## src/rtl/soc_bus_fabric.sv

```systemverilog
// soc_bus_fabric: single-master bus fabric that decodes the master address
// onto SLAVES slave ports, keeps at most one read outstanding, times out
// silent or stalling slaves and reports unmapped/odd accesses as bus errors.
module soc_bus_fabric #(
  parameter int                   SLAVES     = 4,
  parameter int                   DATA_W     = 32,
  parameter int                   TIMEOUT    = 255,
  parameter logic [SLAVES*32-1:0] SLAVE_BASE = '0,
  parameter logic [SLAVES*32-1:0] SLAVE_MASK = '0,
  parameter logic [DATA_W-1:0]    ERR_DATA   = DATA_W'(32'hDEAD_BEEF)
) (
  input  logic                     clk,
  input  logic                     reset,
  input  logic [31:0]              address,
  input  logic                     read,
  input  logic                     write,
  output logic                     waitRequest,
  output logic                     readValid,
  output logic [DATA_W-1:0]        dataIn,
  output logic [SLAVES-1:0]        slaveRead,
  output logic [SLAVES-1:0]        slaveWrite,
  input  logic [SLAVES-1:0]        slaveWaitRequest,
  input  logic [SLAVES-1:0]        slaveValid,
  input  logic [SLAVES*DATA_W-1:0] slaveData,
  output logic                     busError,
  output logic [31:0]              errorAddress,
  output logic [7:0]               errorCount
);

  localparam int          IDX_W     = (SLAVES > 1) ? $clog2(SLAVES) : 1;
  localparam logic [15:0] TIMEOUT_C = 16'(TIMEOUT);

  typedef enum logic [1:0] {IDLE, PENDING, ERRRET} state_e;

  state_e             state_q, state_d;
  logic [IDX_W-1:0]   idx_q, idx_d;
  logic [31:0]        addr_q, addr_d;
  logic [15:0]        timer_q, timer_d;
  logic               read_valid_q, read_valid_d;
  logic [DATA_W-1:0]  data_in_q, data_in_d;
  logic               bus_error_q, bus_error_d;
  logic [31:0]        error_address_q, error_address_d;
  logic [7:0]         error_count_q, error_count_d;

  logic               hit;
  logic [IDX_W-1:0]   hit_idx;
  logic               wait_c;
  logic [SLAVES-1:0]  slave_read_c, slave_write_c;
  logic               log_err;
  logic [31:0]        err_src;
  logic [15:0]        timer_inc;
  logic               timed_out;

  // Address decode: scan from the top so the lowest matching index wins.
  always_comb begin
    hit     = 1'b0;
    hit_idx = '0;
    for (int i = SLAVES - 1; i >= 0; i--) begin
      if ((address & SLAVE_MASK[i*32 +: 32]) == SLAVE_BASE[i*32 +: 32]) begin
        hit     = 1'b1;
        hit_idx = IDX_W'(i);
      end
    end
  end

  // Next-state, slave strobes, stall and error bookkeeping.
  always_comb begin
    // NOTE: every signal gets a default first so no path leaves one unassigned (no latches).
    state_d         = state_q;
    idx_d           = idx_q;
    addr_d          = addr_q;
    timer_d         = timer_q;
    read_valid_d    = 1'b0;
    data_in_d       = data_in_q;
    bus_error_d     = 1'b0;
    error_address_d = error_address_q;
    error_count_d   = error_count_q;
    wait_c          = 1'b0;
    slave_read_c    = '0;
    slave_write_c   = '0;
    log_err         = 1'b0;
    err_src         = address;
    timer_inc       = timer_q + 16'd1;
    timed_out       = (timer_inc == TIMEOUT_C);

    unique case (state_q)
      IDLE: begin
        timer_d = '0;
        if (read) begin
          // A read wins over a simultaneous write; the write is reported as an error.
          if (!hit) begin
            state_d      = ERRRET;
            read_valid_d = 1'b1;
            data_in_d    = ERR_DATA;
            log_err      = 1'b1;
          end else begin
            slave_read_c[hit_idx] = 1'b1;
            if (slaveWaitRequest[hit_idx] && !timed_out) begin
              wait_c  = 1'b1;
              timer_d = timer_inc;
            end else if (slaveWaitRequest[hit_idx]) begin
              // Stalled too long: release the master and answer with an error.
              state_d      = ERRRET;
              read_valid_d = 1'b1;
              data_in_d    = ERR_DATA;
              log_err      = 1'b1;
            end else begin
              state_d = PENDING;
              idx_d   = hit_idx;
              addr_d  = address;
              log_err = write;
            end
          end
        end else if (write) begin
          if (hit) begin
            slave_write_c[hit_idx] = 1'b1;
            wait_c                 = slaveWaitRequest[hit_idx];
          end else begin
            log_err = 1'b1;
          end
        end
      end

      PENDING: begin
        wait_c = read | write;
        if (slaveValid[idx_q]) begin
          state_d      = IDLE;
          read_valid_d = 1'b1;
          data_in_d    = slaveData[idx_q*DATA_W +: DATA_W];
          timer_d      = '0;
        end else if (timed_out) begin
          state_d      = ERRRET;
          read_valid_d = 1'b1;
          data_in_d    = ERR_DATA;
          log_err      = 1'b1;
          err_src      = addr_q;
          timer_d      = '0;
        end else begin
          timer_d = timer_inc;
        end
      end

      ERRRET: begin
        // Error response is on the bus this cycle; hold off new requests.
        wait_c  = read | write;
        state_d = IDLE;
        timer_d = '0;
      end

      default: state_d = IDLE;
    endcase

    if (log_err) begin
      bus_error_d     = 1'b1;
      error_address_d = err_src;
      if (error_count_q != 8'hFF) error_count_d = error_count_q + 8'd1;
    end
  end

  // State and registered outputs with synchronous active-low reset.
  always_ff @(posedge clk) begin
    // NOTE: non-blocking assignments so every flop samples pre-edge values.
    if (!reset) begin
      state_q         <= IDLE;
      idx_q           <= '0;
      addr_q          <= '0;
      timer_q         <= '0;
      read_valid_q    <= 1'b0;
      data_in_q       <= '0;
      bus_error_q     <= 1'b0;
      error_address_q <= '0;
      error_count_q   <= '0;
    end else begin
      state_q         <= state_d;
      idx_q           <= idx_d;
      addr_q          <= addr_d;
      timer_q         <= timer_d;
      read_valid_q    <= read_valid_d;
      data_in_q       <= data_in_d;
      bus_error_q     <= bus_error_d;
      error_address_q <= error_address_d;
      error_count_q   <= error_count_d;
    end
  end

  // Reset masks every strobe and pulse, including in the cycle it is raised.
  assign waitRequest  = reset & wait_c;
  assign slaveRead    = reset ? slave_read_c  : '0;
  assign slaveWrite   = reset ? slave_write_c : '0;
  assign readValid    = reset & read_valid_q;
  assign busError     = reset & bus_error_q;
  assign dataIn       = data_in_q;
  assign errorAddress = error_address_q;
  assign errorCount   = error_count_q;

endmodule

```

## config.mk

```make
export PLATFORM = sky130hd
export DESIGN_NAME = soc_bus_fabric
export DESIGN_NICKNAME = d
export VERILOG_FILES = /design/src/rtl/soc_bus_fabric.sv
export SDC_FILE = /design/constraint.sdc
export NUM_CORES = 1
export LEC_CHECK = 0
export ABC_AREA = 1
export CAP_MARGIN = 20
export CELL_PAD_IN_SITES_DETAIL_PLACEMENT = 0
export CELL_PAD_IN_SITES_GLOBAL_PLACEMENT = 1
export CORE_UTILIZATION = 26
export CTS_BUF_LIST = sky130_fd_sc_hd__clkbuf_2
export DETAILED_ROUTE_END_ITERATION = 16
export GPL_ROUTABILITY_DRIVEN = 0
export PLACE_DENSITY_LB_ADDON = 0.12
export SETUP_SLACK_MARGIN = 0.05
export SLEW_MARGIN = 20
export SYNTH_ARGS = -nofsm -noshare
export SYNTH_HDL_FRONTEND = slang
export SYNTH_SLANG_ARGS = --single-unit
export TNS_END_PERCENT = 20
```

## constraint.sdc

```tcl
create_clock -name clk -period 2.2 [get_ports clk]
set_input_delay 0.44 -clock clk [delete_from_list [all_inputs] [get_ports clk]]
set_output_delay 0.44 -clock clk [all_outputs]
set_load 0.03 [all_outputs]
```

==> run summary, run 1 <==
outcome - finished, violations left
failing checks - negative setup slack
largest net degree at the start of global routing - 80
Worst-path clk slew - 0.21 ns
Worst-Skew Late Latency - 0.69 ns
DR WL/cell - 13.8 um
Setup TNS - -20.83 ns
post-route setup slack - -0.822 ns
Worst setup SP type - register
clock tree buffer depth - 2
Pwr Density - 626 nW/um^2
DIE AREA - 22300 um^2
Place WS - -0.252 ns
DP Area - 7890 um^2
site row count - 53
Worst EP arrival - 3.55 ns
Net Sw Power - 1.85 mW
sequential power share - 45.3%
clk sink count - 124
initial DRC count - 215
maximum vdd drop - 0.000303 V
clock power share - 28.6%
Ys Warns - 0
Post-route DRC - 0
Die Wd - 149 um
CP Class - reg2reg
max frequency - 331 MHz
share of cells above drive strength 1 - 22.2%
Comb pwr share - 26.0%
post-route cell area - 8810 um^2
Post-Synthesis Cell Area - 5650 um^2
Post-Synthesis Cells - 809
RSZ-0062 raised after global routing - true
final setup fails - 89
final wirelength - 18.2 mm
Hold WC Path Type - in2reg
fin util - 41.7%
leakage power total - 3.92 nW
required time of the worst setup path - 2.73 ns
CTS Root Cell - clkbuf_2
fillers - 2262
first-pass GRT wire length - 29.2 mm
layout overhead on the synthesized area - 56.0%
sw frac - 33.5%
worst slew pin tran - 0.868 ns
vias post-DR - 5881
nets@finish - 1208
GRT Util Overall - 16.5%
Final Critical Period - 3.02 ns
register area share after synthesis - 44.0%
Final Hold Violating Endpoints - 0
CTS Buf Count - 17
drt first pass iters - 4
Cell Int Power - 3.67 mW
initial antenna violation count - 1
Worst slew margin - 42.2%
fin. max-slew vios - 0
syn avg cell area - 6.98 um^2
Core Area - 21200 um^2
Starting Density - 26.7%
Max-cap violations - 0
CTS tree - yes
Top Ports - 255
vias in the first global route - 5793
PortBufs - 146
Final Cycle Share - 137%
dpl hpwl - 11.6 mm
clock skew - 0.0477 ns
ANT nets after route - 0
Synth cell types - 31
H-tree depth - 4
Congestion Overflow GR - 0
routed vias/inst - 4.46
FF+latch count, synth - 124
Worst Setup End Kind - register
largest fanout on the critical path - 7
hold slack - 0.211 ns
overall die height - 149 um
==> area by class of cell <==
cell class,count,area [um^2],area share (%)
inverters,40,155,1.76
well taps,275,344,3.90
diodes,1,2.50,0.0284
multi-input cells,598,3060,34.8
clock buffers,18,90.1,1.02
flip-flops and latches,124,2500,28.4
clock inverters,14,168,1.90
repair buffers,248,2480,28.2
==> metrics by stage <==
step	power (mW)	cells
2_1_floorplan	3.25	814
3_3_place_gp	3.87	1249
3_5_place_dp	3.87	1249
4_1_cts	5.49	1306
5_1_grt	5.84	1318
6_report	5.51	1318
==> power groups by stage <==
stage / Combinational, mW / Sequential, mW / Clock [mW]
final: 1.43 / 2.50 / 1.58
after global routing: 1.56 / 2.52 / 1.76
after CTS: 1.32 / 2.50 / 1.67
after detailed placement: 1.32 / 2.55 / 0
after global placement: 1.32 / 2.55 / 0
after floorplan: 0.474 / 2.77 / 0
==> layer usage <==
| layer | track usage [%] | wire [um] | up-vias | share of wire [%] |
|---|---|---|---|---|
| met1 | 20.7 | 8610 | 2688 | 47 |
| met2 | 27.6 | 8560 | 101 | 47 |
| met3 | 4.62 | 839 | 11 | 4.6 |
| li1 | - | - | 3081 | - |
| met4 | 4.23 | 150 | 0 | 0.83 |
| met5 | 0 | 0 | - | 0 |
==> worst max-delay path: stages, from the launching register on <==
cell     delay (ns)
dfxtp_4        0.41
buf_6          0.10
nand2_4        0.04
nor2_4         0.17
nand3_2        0.12
nand2_1        0.10
nand2_2        0.06
buf_4          0.13
buf_4          0.12
buf_4          0.12
buf_4          0.12
buf_4          0.12
buf_4          0.12
buf_4          0.12
buf_4          0.12
buf_4          0.12
buf_4          0.12
buf_4          0.12
buf_4          0.12
buf_4          0.12
buf_4          0.12
buf_4          0.12
nand2_1        0.05
a21oi_1        0.05
==> repair_timing <==
item / CTS / global route
buffers inserted: 22 / 5
hold endpoints to repair: 1 / 0
hold buffers: 1 / 0
pin swaps: 14 / 23
gates resized for setup: 123 / 77
endpoints found under the setup margin: 163 / 99
gates cloned: 2 / 6
==> path summary, 6_finish.rpt <==
kind / start / endpoint / slack (ns) / cells past startpoint
worst min register to register: dataIn[17] / dataIn[17] / 0.47 / 2
worst max-delay path: timer_q[1] / timer_q[11] / -0.82 / 23
worst min-delay path: reset / errorAddress[24] / 0.21 / 4
worst max register to register: timer_q[1] / timer_q[11] / -0.82 / 23
==> cells by family after synthesis <==
| logic type | synth area share [%] |
|---|---|
| other | 0.0664 |
| AO/OA/AOI/OAI | 16.0 |
| AND/OR/NAND/NOR | 30.0 |
| buffers and inverters | 7.35 |
| flip-flops | 44.0 |
| adder cells (fa/ha/maj) | 1.55 |
| XOR/XNOR | 1.09 |
==> layout by cell type (no fill, tap or decap), types with 4 or more instances in the layout <==
master           instances
buf_8                    4
o21ai_0                 66
clkbuf_2                21
inv_1                   31
nor2_1                 122
nand3_2                  4
a21oi_2                  6
buf_4                   73
nand2_2                  9
o21ai_2                 23
nor3_2                   7
dfxtp_4                  4
a21oi_1                 68
nand3_1                 22
nand3_4                  5
clkdlybuf4s50_1         68
o21ai_1                 11
dfxtp_2                  6
nor2_2                   7
buf_12                  13
nand2_1                180
xor2_1                   4
nor3_1                  20
clkinv_1                 4
buf_6                    8
inv_2                    6
dfxtp_1                114
ha_1                     5
conb_1                   6
dlygate4sd2_1           67
nand4_1                 13
clkbuf_16                5
nor2_4                   5
==> flip-flops by register name, summed over array words and instances (netlist names) <==
| name | count |
|---|---|
| timer_q | 16 |
| read_valid_q | 1 |
| state_q | 2 |
| addr_q | 32 |
| bus_error_q | 1 |
| errorAddress | 32 |
| errorCount | 8 |
| dataIn | 32 |
==> synthesized netlist by cell type <==
| library cell | number | area (um^2) |
|---|---|---|
| nand3_4 | 2 | 35.0 |
| a21oi_1 | 74 | 370 |
| nor2_4 | 3 | 33.8 |
| clkbuf_2 | 3 | 15.0 |
| nand3_2 | 3 | 30.0 |
| buf_6 | 1 | 11.3 |
| nand2_1 | 188 | 706 |
| nor3_1 | 27 | 135 |
| o21ai_0 | 87 | 435 |
| nor2_1 | 129 | 484 |
| inv_1 | 36 | 135 |
| nor2_2 | 2 | 12.5 |
| nand3_1 | 25 | 125 |
| clkinv_1 | 2 | 7.51 |
| dfxtp_1 | 124 | 2480 |
| xor2_1 | 4 | 35.0 |
| o21ai_1 | 13 | 65.1 |
| nand2_2 | 4 | 25.0 |
| inv_2 | 2 | 7.51 |
| a21oi_4 | 1 | 16.3 |
| nand4_1 | 13 | 81.3 |
| buf_4 | 11 | 82.6 |
| or3_1 | 1 | 6.26 |
| clkbuf_1 | 27 | 101 |
| xnor2_1 | 3 | 26.3 |
| buf_2 | 11 | 55.1 |
| nand3b_1 | 2 | 15.0 |
| conb_1 | 1 | 3.75 |
| o21bai_1 | 2 | 15.0 |
| or2_2 | 1 | 6.26 |
| ha_1 | 7 | 87.6 |
No activity file was read; power rests on OpenSTA's default activity.
==> inputs of run 2 (changes only) <==
Settings changed: ABC_AREA 1 to unset, CORE_UTILIZATION 26 to 29.
==> run summary, run 2 <==
clk sink count - 124 (unchanged)
final setup fails - 92 (+3.4%)
nets@finish - 1161 (-3.9%)
Synth cell types - 59 (+90%)
initial antenna violation count - 1 (unchanged)
clock tree buffer depth - 2 (unchanged)
syn avg cell area - 8.28 um^2 (+19%)
top-count cell post-synth - nand2_1
Post-Synthesis Cell Area - 6420 um^2 (+14%)
FF+latch area - 2500 um^2 (-0.30%)
Non-Filler Instances - 1276 (-3.2%)
leakage power total - 3.89 nW (-0.83%)
top-area cell type share of the netlist area - 38.7% (-5.3 points)
Compound-Gate Fraction of Synth Area - 25.7% (+9.7 points)
ANT nets after route - 0 (unchanged)
Worst EP arrival - 2.76 ns (-0.79 ns)
EDFF count, synth - 0 (unchanged)
overall die height - 151 um (+0.91%)
most frequent cells after synthesis - nand2_1 (187), dfxtp_1 (124), o221a_2 (48), clkbuf_1 (45)
Worst slew margin - 65.4% (+23 points)
Async S/R FF share, synth - 0% (unchanged)
first-pass GRT wire length - 33.0 mm (+13%)
CP startpoint - timer_q[1]
Post-Synthesis Cells - 775 (-4.2%)
PortBufs - 146 (unchanged)
Synth Area in Adders - 1.37% (-0.19 points)
drt first pass iters - 5 (+1)
Hold WC Path Type - in2reg
Die Wd - 151 um (+0.91%)
DR WL/cell - 16.5 um (+20%)
Multi-input gate area - 3820 um^2 (+25%)
met2 global-route usage - 32.3% (+4.7 points)
Worst-Skew Late Latency - 0.72 ns (+0.03 ns)
CTS Root Cell - clkbuf_2
GRT Util Overall - 18.8% (+2.3 points)
initial DRC count - 209 (-2.8%)
slowest stage delay, CP - 0.44 ns (+0.03 ns)
grt met3 use - 4.91% (+0.29 points)
area leader, netlist - dfxtp_1
outcome - finished, violations left
Setup TNS - -62.25 ns (-41.42 ns)
most used flip-flop cell after synthesis - dfxtp_1
largest fanout on the critical path - 5 (-2)
placed cells - 1216 (-2.6%)
synth top area cells - dfxtp_1 (39%), nand2_1 (11%), o221a_2 (8.4%), mux2i_1 (6.2%), o211ai_1 (4.2%)
Post-route DRC - 0 (unchanged)
share of cells above drive strength 1 - 25.3% (+3.2 points)
site row count - 54 (+1.9%)
largest net degree at the start of global routing - 37 (-54%)
post-route setup slack - -1.00 ns (-0.180 ns)
commonest non-fill, non-tap cell in the layout - nand2_1
Worst setup SP type - register
simple-gate portion of the synthesized area - 19.2% (-11 points)
CP Class - reg2out
worst slew pin tran - 0.518 ns (-0.349 ns)
Final Hold Violating Endpoints - 0 (unchanged)
Max-cap violations - 0 (unchanged)
routed vias/inst - 5.07 (+14%)
Place WS - -0.379 ns (-0.127 ns)
cell chain of the critical path - ha_4 > nand2_4 > or4_4 > mux2_4 > o2111a_4 > a21oi_2 > o221a_4 > buf_6
maximum vdd drop - 0.000302 V (-0.18%)
vias in the first global route - 6486 (+12%)
Starting Density - 29.5% (+2.8 points)
vias post-DR - 6475 (+10%)
register area share after synthesis - 38.7% (-5.3 points)
Worst Setup End Kind - output pin
post-synthesis mux area share - 6.47% (+6.5 points)
worst reg2reg startpoint - timer_q[1]
most frequent cells in the layout - nand2_1 (185), dfxtp_1 (116), buf_4 (78)
Final Cycle Share - 146% (+8.2 points)
Top Ports - 255 (unchanged)
DIE AREA - 22700 um^2 (+1.8%)
largest family of logic cells by synthesized area - compound AO/OA/AOI/OAI gates
required time of the worst setup path - 1.76 ns (-0.97 ns)
Core Area - 21800 um^2 (+2.8%)
dpl hpwl - 13.8 mm (+19%)
GR Util met1 - 21.8% (+1.1 points)
Pwr Density - 489 nW/um^2 (-22%)
fin. max-slew vios - 0 (unchanged)
CTS tree - yes
fillers - 2149 (-5.0%)
GRT Max-Usage Layer - met2
CTS Buf Count - 17 (unchanged)
CP max-delay cell - or4_4
H-tree depth - 4 (unchanged)
clock skew - 0.0530 ns (+0.00535 ns)
final wirelength - 21.0 mm (+16%)
Hold Startpoint - reset
FF+latch count, synth - 124 (unchanged)
max frequency - 312 MHz (-5.6%)
xor/xnor share of the synthesized area - 0.956% (-0.13 points)
Congestion Overflow GR - 0 (unchanged)
Ys Warns - 0 (unchanged)
Final Critical Period - 3.20 ns (+0.180 ns)
failing checks - negative setup slack
Worst-path clk slew - 0.22 ns (about the same)
RSZ-0062 raised after global routing - true
layout overhead on the synthesized area - 48.6%
-- run 2: cell types whose count changed after synthesis, moves of 9 or more --
cell      change
o32ai_1       +9
a21oi_1      -34
o21bai_1     +22
mux2i_1      +40
o211ai_1     +36
o221a_1       +9
o21ai_0      -75
o21ai_1      -10
nor3_1       -23
clkbuf_1     +18
o221a_2      +48
nor2_1      -111
-- run 2: cell type report --
type | count | area share [%]
Clock buffer | 18 | 0.945
Sequential cell | 124 | 26.2
Inverter | 40 | 1.58
Clock inverter | 14 | 1.68
Timing Repair Buffer | 254 | 25.8
Tap cell | 280 | 3.68
Multi-Input combinational cell | 545 | 40.1
Antenna cell | 1 | 0.0263
-- run 2: final timing paths --
| path | to | slack (ns) | cells past startpoint |
|---|---|---|---|
| worst max-delay path | waitRequest | -1.00 | 8 |
| worst max register to register | timer_q[8] | -0.97 | 15 |
| worst min-delay path | timer_q[6] | 0.11 | 3 |
| worst min register to register | addr_q[10] | 0.47 | 2 |
-- run 2: logic make-up (layout without fill, tap and decap cells) --
logic type	Yosys count	count (layout)
xor+xnor	7	7
simple gates	280	280
compound gates	204	204
mux	41	41
fa+ha+maj	7	7
buf+inv	111	326
flops	124	124
other cells	1	7
-- run 2: stage by stage --
| stage | utilization [%] | power [mW] | hold slack, ns | cell area [um^2] |
|---|---|---|---|---|
| 2_1_floorplan | - | 2.78 | 0.437 | 6510 |
| 3_3_place_gp | 40.1 | 3.14 | 0.442 | 8720 |
| 6_report | 43.8 | 4.66 | 0.113 | 9530 |
| 4_1_cts | 43.4 | 4.74 | 0.00843 | 9450 |
| 5_1_grt | 43.8 | 4.89 | 0.0375 | 9530 |
| 3_5_place_dp | 40.1 | 3.15 | 0.447 | 8720 |
-- run 2: critical path: cells and delay by family (launching register included) --
family | cells | cell delay (ns)
and+or+nand+nor | 2 | 0.52
muxes | 1 | 0.32
DFF | 1 | 0.42
buffers and inverters | 1 | 0.13
adders and majority gates | 1 | 0.17
AOI/OAI and AO/OA | 3 | 0.50
-- run 2: timing repair --
| action | 4_1_cts | 5_1_grt |
|---|---|---|
| hold endpoints to repair | 2 | 0 |
| setup endpoints to repair | 165 | 101 |
| cloned | 3 | 2 |
| gates resized for setup | 145 | 30 |
| pin swaps | 38 | 14 |
| hold buffers | 1 | 0 |
| buffers inserted | 25 | 4 |
-- run 2: metal layers --
metal / wire (um) / part of all wire [%] / vias to the layer above
li1: - / - / 3169
met1: 9060 / 43 / 3073
met2: 10100 / 48 / 201
met3: 1430 / 6.8 / 32
met4: 494 / 2.3 / 0
met5: 0 / 0 / -
-- run 2: where the power goes --
group | switching [mW] | internal (mW)
registers | 0.0355 | 2.32
clock network | 1.00 | 0.552
logic | 0.423 | 0.333
total | 1.46 | 3.20
==> inputs of run 3 (changes only) <==
Settings changed: CAP_MARGIN 20 to 10, PLACE_DENSITY set to 0.91, PLACE_DENSITY_LB_ADDON 0.12 to unset.
==> run summary, run 3 (same netlist as run 2, synthesis figures left out) <==
outcome - finished, violations left
failing checks - negative setup slack
DIE AREA - 22700 um^2 (unchanged)
Final Hold Violating Endpoints - 0 (unchanged)
FF-to-FF setup slack - -0.48 ns (+0.49 ns)
Worst Setup End Kind - output pin
clock skew - 0.0283 ns (-0.0247 ns)
Non-Filler Instances - 1262 (-1.1%)
Worst-path clk slew - 0.19 ns (-0.03 ns)
Post-route DRC - 0 (unchanged)
final setup fails - 91 (-1.1%)
Comb pwr share - 16.2% (about the same)
Worst slew margin - 62.3% (-3.1 points)
share of cells above drive strength 1 - 23.4% (-2.0 points)
max frequency - 314 MHz (+0.59%)
CP Class - reg2out
site row count - 54 (unchanged)
Top Ports - 255 (unchanged)
drt first pass iters - 5 (unchanged)
worst slew pin tran - 0.565 ns (+0.0467 ns)
RSZ-0062 raised after global routing - true
CTS Hold Bufs - 0 (-1)
clk sink count - 124 (unchanged)
initial DRC count - 375 (+79%)
vias in the first global route - 6055 (-6.6%)
Worst EP arrival - 2.74 ns (-0.02 ns)
fin. max-slew vios - 0 (unchanged)
vias post-DR - 6421 (-0.83%)
routed vias/inst - 5.09 (+0.27%)
largest fanout on the critical path - 4 (-1)
sw frac - 29.5% (-1.8 points)
Core Area - 21800 um^2 (unchanged)
PortBufs - 146 (unchanged)
GRT Util Overall - 17.7% (-1.1 points)
Final Critical Period - 3.18 ns (-0.0189 ns)
CTS Buf Count - 17 (unchanged)
Pwr Density - 472 nW/um^2 (-3.5%)
leakage power total - 3.83 nW (-1.4%)
ANT nets after route - 0 (unchanged)
CTS tree - yes
nets@finish - 1148 (-1.1%)
commonest non-fill, non-tap cell in the layout - nand2_1
overall die height - 151 um (unchanged)
first-pass GRT wire length - 31.4 mm (-4.9%)
required time of the worst setup path - 1.76 ns (about the same)
clock tree buffer depth - 2 (unchanged)
H-tree depth - 4 (unchanged)
layout overhead on the synthesized area - 46.9%
sequential power share - 52.9% (+2.4 points)
most frequent cells in the layout - nand2_1 (185), dfxtp_1 (116), clkdlybuf4s50_1 (68)
largest net degree at the start of global routing - 35 (-5.4%)
hold slack - 0.109 ns (-0.00384 ns)
Worst setup SP type - register
Max-cap violations - 0 (unchanged)
CTS Root Cell - clkbuf_2
final wirelength - 19.7 mm (-6.2%)
DR WL/cell - 15.6 um (-5.2%)
dpl hpwl - 12.1 mm (-12%)
Worst-Skew Late Latency - 0.69 ns (-0.03 ns)
initial antenna violation count - 2 (+1)
clock power share - 30.9% (-2.4 points)
Net Sw Power - 1.31 mW (-10%)
Cell Int Power - 3.13 mW (-2.1%)
Final Cycle Share - 145% (-0.86 points)
Starting Density - 29.5% (unchanged)
Congestion Overflow GR - 0 (unchanged)
placed cells - 1202 (-1.2%)
Hold WC Path Type - in2reg
maximum vdd drop - 0.000307 V (+1.7%)
Die Wd - 151 um (unchanged)
post-route setup slack - -0.983 ns (+0.0189 ns)
[run 3: cell type report]
class | count | area, um^2
Fill cell | 2185 | 12300
Multi-Input combinational cell | 546 | 3710
Timing Repair Buffer | 240 | 2510
Sequential cell | 124 | 2500
Tap cell | 280 | 350
Inverter | 40 | 150
Clock inverter | 10 | 101
Clock buffer | 20 | 100
Antenna cell | 2 | 5.00
[run 3: through the flow]
stage | setup TNS, ns | area [um^2] | setup WS, ns | total power, mW | util (%)
global placement | -14.23 | 8600 | -0.256 | 3.11 | 39.5
CTS | -72.00 | 9350 | -1.04 | 4.51 | 43.0
detailed placement | -17.72 | 8600 | -0.306 | 3.13 | 39.5
floorplan | -5.38 | 6510 | -0.399 | 2.78 | -
finish | -33.55 | 9430 | -0.983 | 4.45 | 43.3
global route | -42.63 | 9430 | -1.14 | 4.69 | 43.3
[run 3: power by group through the flow]
| stage | sequential (mW) | clock, mW | combinational (mW) |
|---|---|---|---|
| 4_1_cts | 2.35 | 1.44 | 0.721 |
| 5_1_grt | 2.36 | 1.54 | 0.780 |
| 3_3_place_gp | 2.40 | 0 | 0.713 |
| 6_report | 2.35 | 1.37 | 0.721 |
| 3_5_place_dp | 2.40 | 0 | 0.725 |
| 2_1_floorplan | 2.47 | 0 | 0.312 |
[run 3: timing repair]
action                     4_1_cts  5_1_grt
buffers inserted                15       10
resized for setup              143       18
setup endpoints to repair      164       98
gates cloned                    11        0
pin swaps                       38       10
[run 3: worst max-delay path, stage by stage, from the launching register on]
cell,delay [ns]
dfxtp_4,0.42
ha_4,0.16
nand2_4,0.06
or4_4,0.43
mux2_4,0.33
o2111a_4,0.15
a21oi_2,0.17
o221a_4,0.21
buf_8,0.13
[run 3: per-layer routing]
metal	GRT usage, %	part of all wire, %	up-vias
li1	-	-	3143
met1	22.8	45	3061
met2	28.3	47	200
met3	5.15	7.3	17
met4	5.65	1.5	0
met5	0	0	-
[run 3: final timing paths]
path,from,cells past startpoint,to
worst max register to register,timer_q[1],12,errorAddress[24]
worst min-delay path,reset,3,timer_q[6]
worst min register to register,addr_q[18],2,addr_q[18]
worst max-delay path,timer_q[1],8,waitRequest
